File: src/rtl/lif_pkg.sv
// Shared types and constants for the leaky integrate-and-fire neuron array.
// Holds the FSM state encoding, datapath widths and default neuron constants.
package lif_pkg;

  localparam int V_W      = 26;  // membrane potential width
  localparam int BUNDLE_W = 24;  // spike bundle width (max neurons)
  localparam int CUR_W    = 25;  // synaptic current width
  localparam int IDX_W    = 5;   // neuron index width

  localparam logic [V_W-1:0] THRESH_DEF     = 26'd4096;
  localparam int             LEAK_SHIFT_DEF = 3;

  typedef enum logic [1:0] {
    IDLE  = 2'd0,
    ACCUM = 2'd1,
    EMIT  = 2'd2,
    CLR   = 2'd3
  } state_t;

endpackage

File: src/rtl/lif_update.sv
// Single-neuron combinational step: leak, integrate with saturation, fire decision.
// The value to write back is already zeroed when the neuron fires.
module lif_update
  import lif_pkg::*;
#(
  parameter logic [V_W-1:0] THRESH     = THRESH_DEF,
  parameter int             LEAK_SHIFT = LEAK_SHIFT_DEF
) (
  input  logic [V_W-1:0]   i_v,
  input  logic [CUR_W-1:0] i_current,
  input  logic             i_block,
  output logic [V_W-1:0]   o_v_next,
  output logic             o_fire
);

  logic [V_W-1:0]   w_leaked;
  logic [CUR_W-1:0] w_cur;
  logic [V_W:0]     w_sum;
  logic [V_W-1:0]   w_sat;

  // Leak never underflows since V>>LEAK_SHIFT <= V; only the add can overflow.
  assign w_leaked = i_v - (i_v >> LEAK_SHIFT);
  assign w_cur    = i_block ? '0 : i_current;
  assign w_sum    = {1'b0, w_leaked} + {2'b00, w_cur};
  assign w_sat    = w_sum[V_W] ? '1 : w_sum[V_W-1:0];

  assign o_fire   = (w_sat >= THRESH);
  assign o_v_next = o_fire ? '0 : w_sat;

endmodule

File: src/rtl/lif_neuron.sv
// Time-multiplexed LIF neuron array: one synapse sample per cycle, spike bundle per timestep.
// Optional per-neuron refractory counters are enabled with the LIF_REFRACTORY_EN macro.
module lif_neuron
  import lif_pkg::*;
#(
  parameter int             N_NEURON   = 18,
  parameter logic [V_W-1:0] THRESH     = THRESH_DEF,
  parameter int             LEAK_SHIFT = LEAK_SHIFT_DEF,
  parameter int             REFRAC     = 2
) (
  input  logic                clk,
  input  logic                reset,
  input  logic [CUR_W-1:0]    i_current,
  input  logic                i_valid,
  input  logic                i_done,
  input  logic                i_clear,
  output logic [BUNDLE_W-1:0] o_spike_bundle,
  output logic                o_valid,
  output logic                o_busy,
  output logic                o_err
);

  localparam logic [IDX_W-1:0] N_IDX = IDX_W'(N_NEURON);

  if (N_NEURON < 1 || N_NEURON > BUNDLE_W) begin : g_bad_n_neuron
    $error("lif_neuron: N_NEURON must be in 1..24");
  end
  if (REFRAC < 0 || REFRAC > 3) begin : g_bad_refrac
    $error("lif_neuron: REFRAC must fit the 2-bit refractory counter");
  end

  state_t              r_state;
  logic [IDX_W-1:0]    r_idx;
  logic [V_W-1:0]      r_v [N_NEURON];
  logic [BUNDLE_W-1:0] r_spikes;

  logic [V_W-1:0]      w_v_cur;
  logic [V_W-1:0]      w_v_next;
  logic                w_fire;
  logic                w_block;
  logic                w_idx_ok;
  logic                w_accept;
  logic [IDX_W-1:0]    w_idx_after;
  logic [BUNDLE_W-1:0] w_fire_bits;
  logic [BUNDLE_W-1:0] w_spikes_next;

  assign w_idx_ok    = (r_idx < N_IDX);
  // IDLE is only ever entered with idx==0, so its first sample is always in range.
  assign w_accept    = i_valid && ((r_state == IDLE) || ((r_state == ACCUM) && w_idx_ok));
  assign w_idx_after = r_idx + IDX_W'(w_accept);

  // NOTE: every always_comb output gets a default first so no latch is inferred.
  always_comb begin
    w_v_cur = '0;
    for (int i = 0; i < N_NEURON; i++) begin
      if (r_idx == IDX_W'(i)) w_v_cur = r_v[i];
    end
  end

`ifdef LIF_REFRACTORY_EN
  localparam logic [1:0] REFRAC_LD = 2'(REFRAC);

  logic [1:0] r_refr [N_NEURON];

  always_comb begin
    w_block = 1'b0;
    for (int i = 0; i < N_NEURON; i++) begin
      if (r_idx == IDX_W'(i)) w_block = (r_refr[i] != 2'd0);
    end
  end

  // Load happens at the EMIT of the spiking timestep so the next REFRAC timesteps are blocked.
  always_ff @(posedge clk) begin
    if (reset || i_clear) begin
      for (int i = 0; i < N_NEURON; i++) r_refr[i] <= 2'd0;
    end else if (r_state == EMIT) begin
      for (int i = 0; i < N_NEURON; i++) begin
        if (r_spikes[i])             r_refr[i] <= REFRAC_LD;
        else if (r_refr[i] != 2'd0)  r_refr[i] <= r_refr[i] - 2'd1;
      end
    end
  end
`else
  assign w_block = 1'b0;
`endif

  lif_update #(
    .THRESH     (THRESH),
    .LEAK_SHIFT (LEAK_SHIFT)
  ) u_update (
    .i_v       (w_v_cur),
    .i_current (i_current),
    .i_block   (w_block),
    .o_v_next  (w_v_next),
    .o_fire    (w_fire)
  );

  always_comb begin
    w_fire_bits = '0;
    for (int i = 0; i < N_NEURON; i++) begin
      if (r_idx == IDX_W'(i)) w_fire_bits[i] = w_accept && w_fire;
    end
  end

  assign w_spikes_next = r_spikes | w_fire_bits;

  // NOTE: sequential state uses non-blocking assignments only, so all registers update together.
  always_ff @(posedge clk) begin
    if (reset || i_clear) begin
      r_state        <= reset ? IDLE : CLR;
      r_idx          <= '0;
      r_spikes       <= '0;
      o_spike_bundle <= '0;
      o_valid        <= 1'b0;
      o_busy         <= 1'b0;
      o_err          <= 1'b0;
      // NOTE: the potential array is reset explicitly because a clear must zero every neuron.
      for (int i = 0; i < N_NEURON; i++) r_v[i] <= '0;
    end else begin
      o_valid        <= 1'b0;
      o_spike_bundle <= '0;
      for (int i = 0; i < N_NEURON; i++) begin
        if (w_accept && (r_idx == IDX_W'(i))) r_v[i] <= w_v_next;
      end

      case (r_state)
        IDLE: begin
          if (i_valid) begin
            r_state  <= ACCUM;
            r_idx    <= w_idx_after;
            r_spikes <= w_fire_bits;
            o_busy   <= 1'b1;
          end
        end
        ACCUM: begin
          r_idx    <= w_idx_after;
          r_spikes <= w_spikes_next;
          if (i_valid && !w_idx_ok) o_err <= 1'b1;
          if (i_done) begin
            r_state        <= EMIT;
            o_valid        <= 1'b1;
            o_spike_bundle <= w_spikes_next;
            if (w_idx_after != N_IDX) o_err <= 1'b1;
          end
        end
        EMIT: begin
          r_state <= IDLE;
          r_idx   <= '0;
          o_busy  <= 1'b0;
          if (i_valid) o_err <= 1'b1;
        end
        CLR:     r_state <= IDLE;
        default: r_state <= IDLE;
      endcase
    end
  end

endmodule

File: config.mk
export PLATFORM = sky130hd
export DESIGN_NAME = lif_neuron
export DESIGN_NICKNAME = d
export VERILOG_FILES = /design/src/rtl/lif_pkg.sv /design/src/rtl/lif_update.sv /design/src/rtl/lif_neuron.sv
export SDC_FILE = /design/constraint.sdc
export NUM_CORES = 1
export LEC_CHECK = 0
export ABC_AREA = 1
export CAP_MARGIN = 30
export CORE_UTILIZATION = 55
export DETAILED_ROUTE_END_ITERATION = 7
export PLACE_DENSITY = 0.72
export SYNTH_ARGS = -nofsm -noshare
export SYNTH_HDL_FRONTEND = slang
export SYNTH_SLANG_ARGS = --single-unit
File: constraint.sdc
create_clock -name clk -period 7.9 [get_ports clk]
set_clock_uncertainty 0.05 [all_clocks]
set_input_delay 0.79 -clock clk [delete_from_list [all_inputs] [get_ports clk]]
set_output_delay 0.79 -clock clk [all_outputs]
set_load 0.05 [all_outputs]
==> metrics.md <==
| Metric | Value |
|---|---|
| Vias in the first global route | `15700` |
| Fin cells | `3068` |
| TritonCTS Buffers | `52` |
| Synthesized cell area | `23400 µm²` |
| Worst-Margin Slew | `1.02 ns` |
| Initial antenna violation count | `0` |
| Num rows | `75` |
| Final Cycle Share | `0.940` |
| Clock Path Buffers | `3` |
| Startpoint type of the worst setup path | `flip-flop` |
| Routability cong. | `0.881` |
| WS Path Type | `flip-flop to flip-flop` |
| Most frequent cell after synthesis | `edfxtp_1` |
| DRC errors left | `0` |
| Top-area cell type share of the netlist area | `0.603` |
| Reg2Reg Depth | `43` |
| R2R Setup Slk | `0.47 ns` |
| Critical path fanouts, max | `18` |
| Slowest-stage cell, CP | `dfxtp_2` |
| Clock Tree Root | `clkbuf_16` |
| CP endpoint kind | `flip-flop` |
| Worst-Skew Late Latency | `0.61 ns` |
| DP Cell Count | `2963` |
| Post-route ant nets | `0` |
| Overflow after GRT | `0` |
| Top cells by count, synth | `edfxtp_1, nand2_1, nor2_1, inv_1, a21oi_1` |
| Die area | `43400 µm²` |
| Clk slew on worst S/H paths | `0.06 ns` |
| Sequential area share after synthesis | `0.641` |
| RR Endpoint | `r_v[15][2]$_SDFFCE_PN0P_` |
| Initial Utilization | `0.558` |
| Area of the multi-input gates | `8480 µm²` |
| Post-Route WL | `57.0 mm` |
| Status | `completed` |
| TritonCTS clock tree | `yes` |
| Worst hold start | `r_spikes[7]$_SDFFE_PN0P_` |
| Clk sink count | `514` |
| HPWL Detailed | `38.8 mm` |
| Via count | `16500` |
| Synthesized flop and latch total | `514` |
| Hold-critical path depth | `2` |
| Die height | `208 µm` |
| Avg Cell Area, Syn | `10.9 µm²` |
| 1st-iter DRT viols | `1768` |
| Max_cap viols | `0` |
| WP data required | `8.29 ns` |
| Highest Clock Rate | `135 MHz` |
| Wire per inst | `18.6 µm` |
| Final #Nets | `2569` |
| Most common flop cell mapped by yosys | `edfxtp_1` |
| Largest cells by area after synthesis | `edfxtp_1, nand2_1, nor2_1` |
| Minimum clock period | `7.43 ns` |
| Synth-to-layout area growth | `18.4%` |
| Max-slew violations | `0` |
| Most common cell on crit path | `nor2_1` |
| Leak | `10.7 nW` |
| Final core occ | `0.660` |
| DR pass1 iterations | `5` |
| Arrival @ worst endpoint | `7.81 ns` |
| EDFF count, synth | `470` |
| Ys Warns | `0` |
| Reg2reg start | `r_idx[4]$_SDFFE_PN0P_` |
| Core ar. | `41900 µm²` |
| Share of synthesized flip-flops with an asynchronous set or reset | `0` |
| First-pass GRT wire length | `88.1 mm` |
| Vias per Instance | `5.36` |
| PwrDens | `237 nW/µm²` |
| IO Port Bufs | `50` |
| H-tree depth | `2` |
| WHS Endpoint | `o_spike_bundle[7]$_SDFF_PP0_` |
| Hold Vio Cnt, Final | `0` |
| Hold crit path type | `flip-flop to flip-flop` |
| Headroom to the max-slew limit | `0.319` |
| Layout cells sized above 1 | `0.127` |
| RSZ-0062 raised after global routing | `no` |
| Largest net degree at the start of global routing | `28` |
| Fillers | `3211` |
| Worst VDD drop | `0.179 mV` |
| Die X | `208 µm` |
| Cell variety after synth | `58` |
| Register Area | `15000 µm²` |
| Leading area contributor after synthesis | `edfxtp_1` |
| Post-Synthesis Cells | `2147` |
| CP peak stage delay | `0.39 ns` |
| I/O pins | `57` |
| Final setup viols | `0` |
| # diodes | `0` |
| Total GRT Usage | `0.266` |
critical path: cells and delay by family (launching register included):
family,cells,cell delay (ns)
compound gates,13,2.35
xor+xnor,2,0.36
simple gates,17,2.14
fa+ha+maj,3,0.73
flops,1,0.39
buf+inv,8,1.23
flip-flops by register name, summed over array words and instances, names as in the netlist:
| name | cells |
|---|---|
| r_spikes | 18 |
| r_idx | 5 |
| r_v | 468 |
| o_err | 1 |
| o_spike_bundle | 18 |
| o_busy | 1 |
| o_valid | 1 |
| r_state | 2 |
cell usage in the layout (no fill, tap or decap), drive strengths merged, types with 12 or more instances in the layout:
master / synthesis / routed
nand3: 55 / 55
xnor2: 14 / 14
nand2: 471 / 472
nor2: 364 / 364
nor3: 12 / 12
nand4: 81 / 81
xor2: 34 / 34
clkdlybuf4s50: 0 / 50
buf: 27 / 75
ha: 49 / 49
clkbuf: 68 / 71
a221oi: 14 / 14
dfxtp: 44 / 44
clkinv: 5 / 22
o21ai: 87 / 87
inv: 144 / 147
edfxtp: 470 / 470
a21oi: 132 / 132
conb: 1 / 258
kinds of logic after synthesis:
| logic type | count (synthesis) | share of synthesized area |
|---|---|---|
| fa+ha+maj | 50 | 0.0271 |
| buf+inv | 244 | 0.0456 |
| mux | 2 | 0.000856 |
| flops | 514 | 0.641 |
| compound gates | 297 | 0.0745 |
| other cells | 1 | 0.000160 |
| xor+xnor | 48 | 0.0180 |
| simple gates | 991 | 0.193 |
area by class of cell:
type,count,area share
sequential,514,0.541
multi-input combinational,1647,0.306
clock buffer,71,0.0541
timing repair buffer,125,0.0471
tap,539,0.0244
inverter,149,0.0202
clock inverter,23,0.00669
through the flow:
step           setup WS, ns  hold WS [ns]  total power [mW]  instance area, µm²  setup TNS, ns
2_1_floorplan          1.32         0.380              3.92               24400              0
3_3_place_gp          0.101         0.386              4.12               25600              0
3_5_place_dp       -0.00264         0.391              4.15               25700       -0.00264
4_1_cts             0.00604         0.401              6.55               27500              0
5_1_grt              0.0133         0.420              6.81               27700              0
6_report              0.475         0.401              6.57               27700              0
worst max-delay path by stage:
stage,slack (ns),to,start,depth (start not counted)
after global placement,0.10,r_v[16][4]$_SDFFCE_PN0P_,r_idx[4]$_SDFFE_PN0P_,42
after CTS,0.006,r_v[0][1]$_SDFFCE_PN0P_,r_idx[4]$_SDFFE_PN0P_,42
after floorplan,1.32,r_v[10][0]$_SDFFCE_PN0P_,r_idx[2]$_SDFFE_PN0P_,42
after global routing,0.01,o_spike_bundle[17]$_SDFF_PP0_,r_idx[1]$_SDFFE_PN0P_,39
final,0.47,r_v[15][2]$_SDFFCE_PN0P_,r_idx[4]$_SDFFE_PN0P_,43
after detailed placement,-0.003,r_v[16][3]$_SDFFCE_PN0P_,r_idx[4]$_SDFFE_PN0P_,42
per-layer routing:
layer / track usage / vias to the layer above / routed length (µm)
li1: - / 7863 / -
met1: 0.391 / 7818 / 25000
met2: 0.407 / 689 / 25600
met3: 0.0507 / 81 / 5090
met4: 0.0748 / 0 / 1350
met5: 0 / - / 0
power by group:
group,switching (mW),leakage (nW),internal [mW],total (mW)
logic,0.639,4.52,0.324,0.963
registers,0.0467,5.36,3.14,3.19
clock network,1.03,0.823,1.39,2.42
total,1.71,10.7,4.86,6.57
timing repair:
item | in CTS | in global routing
gates cloned | 0 | 1
gates resized for setup | 0 | 36
endpoints found under the hold margin | 0 | 0
endpoints found under the setup margin | 20 | 252
buffers inserted | 6 | 5
pin swaps | 3 | 6
hold buffers | 0 | 0
Power figures use the tool's default switching activity.
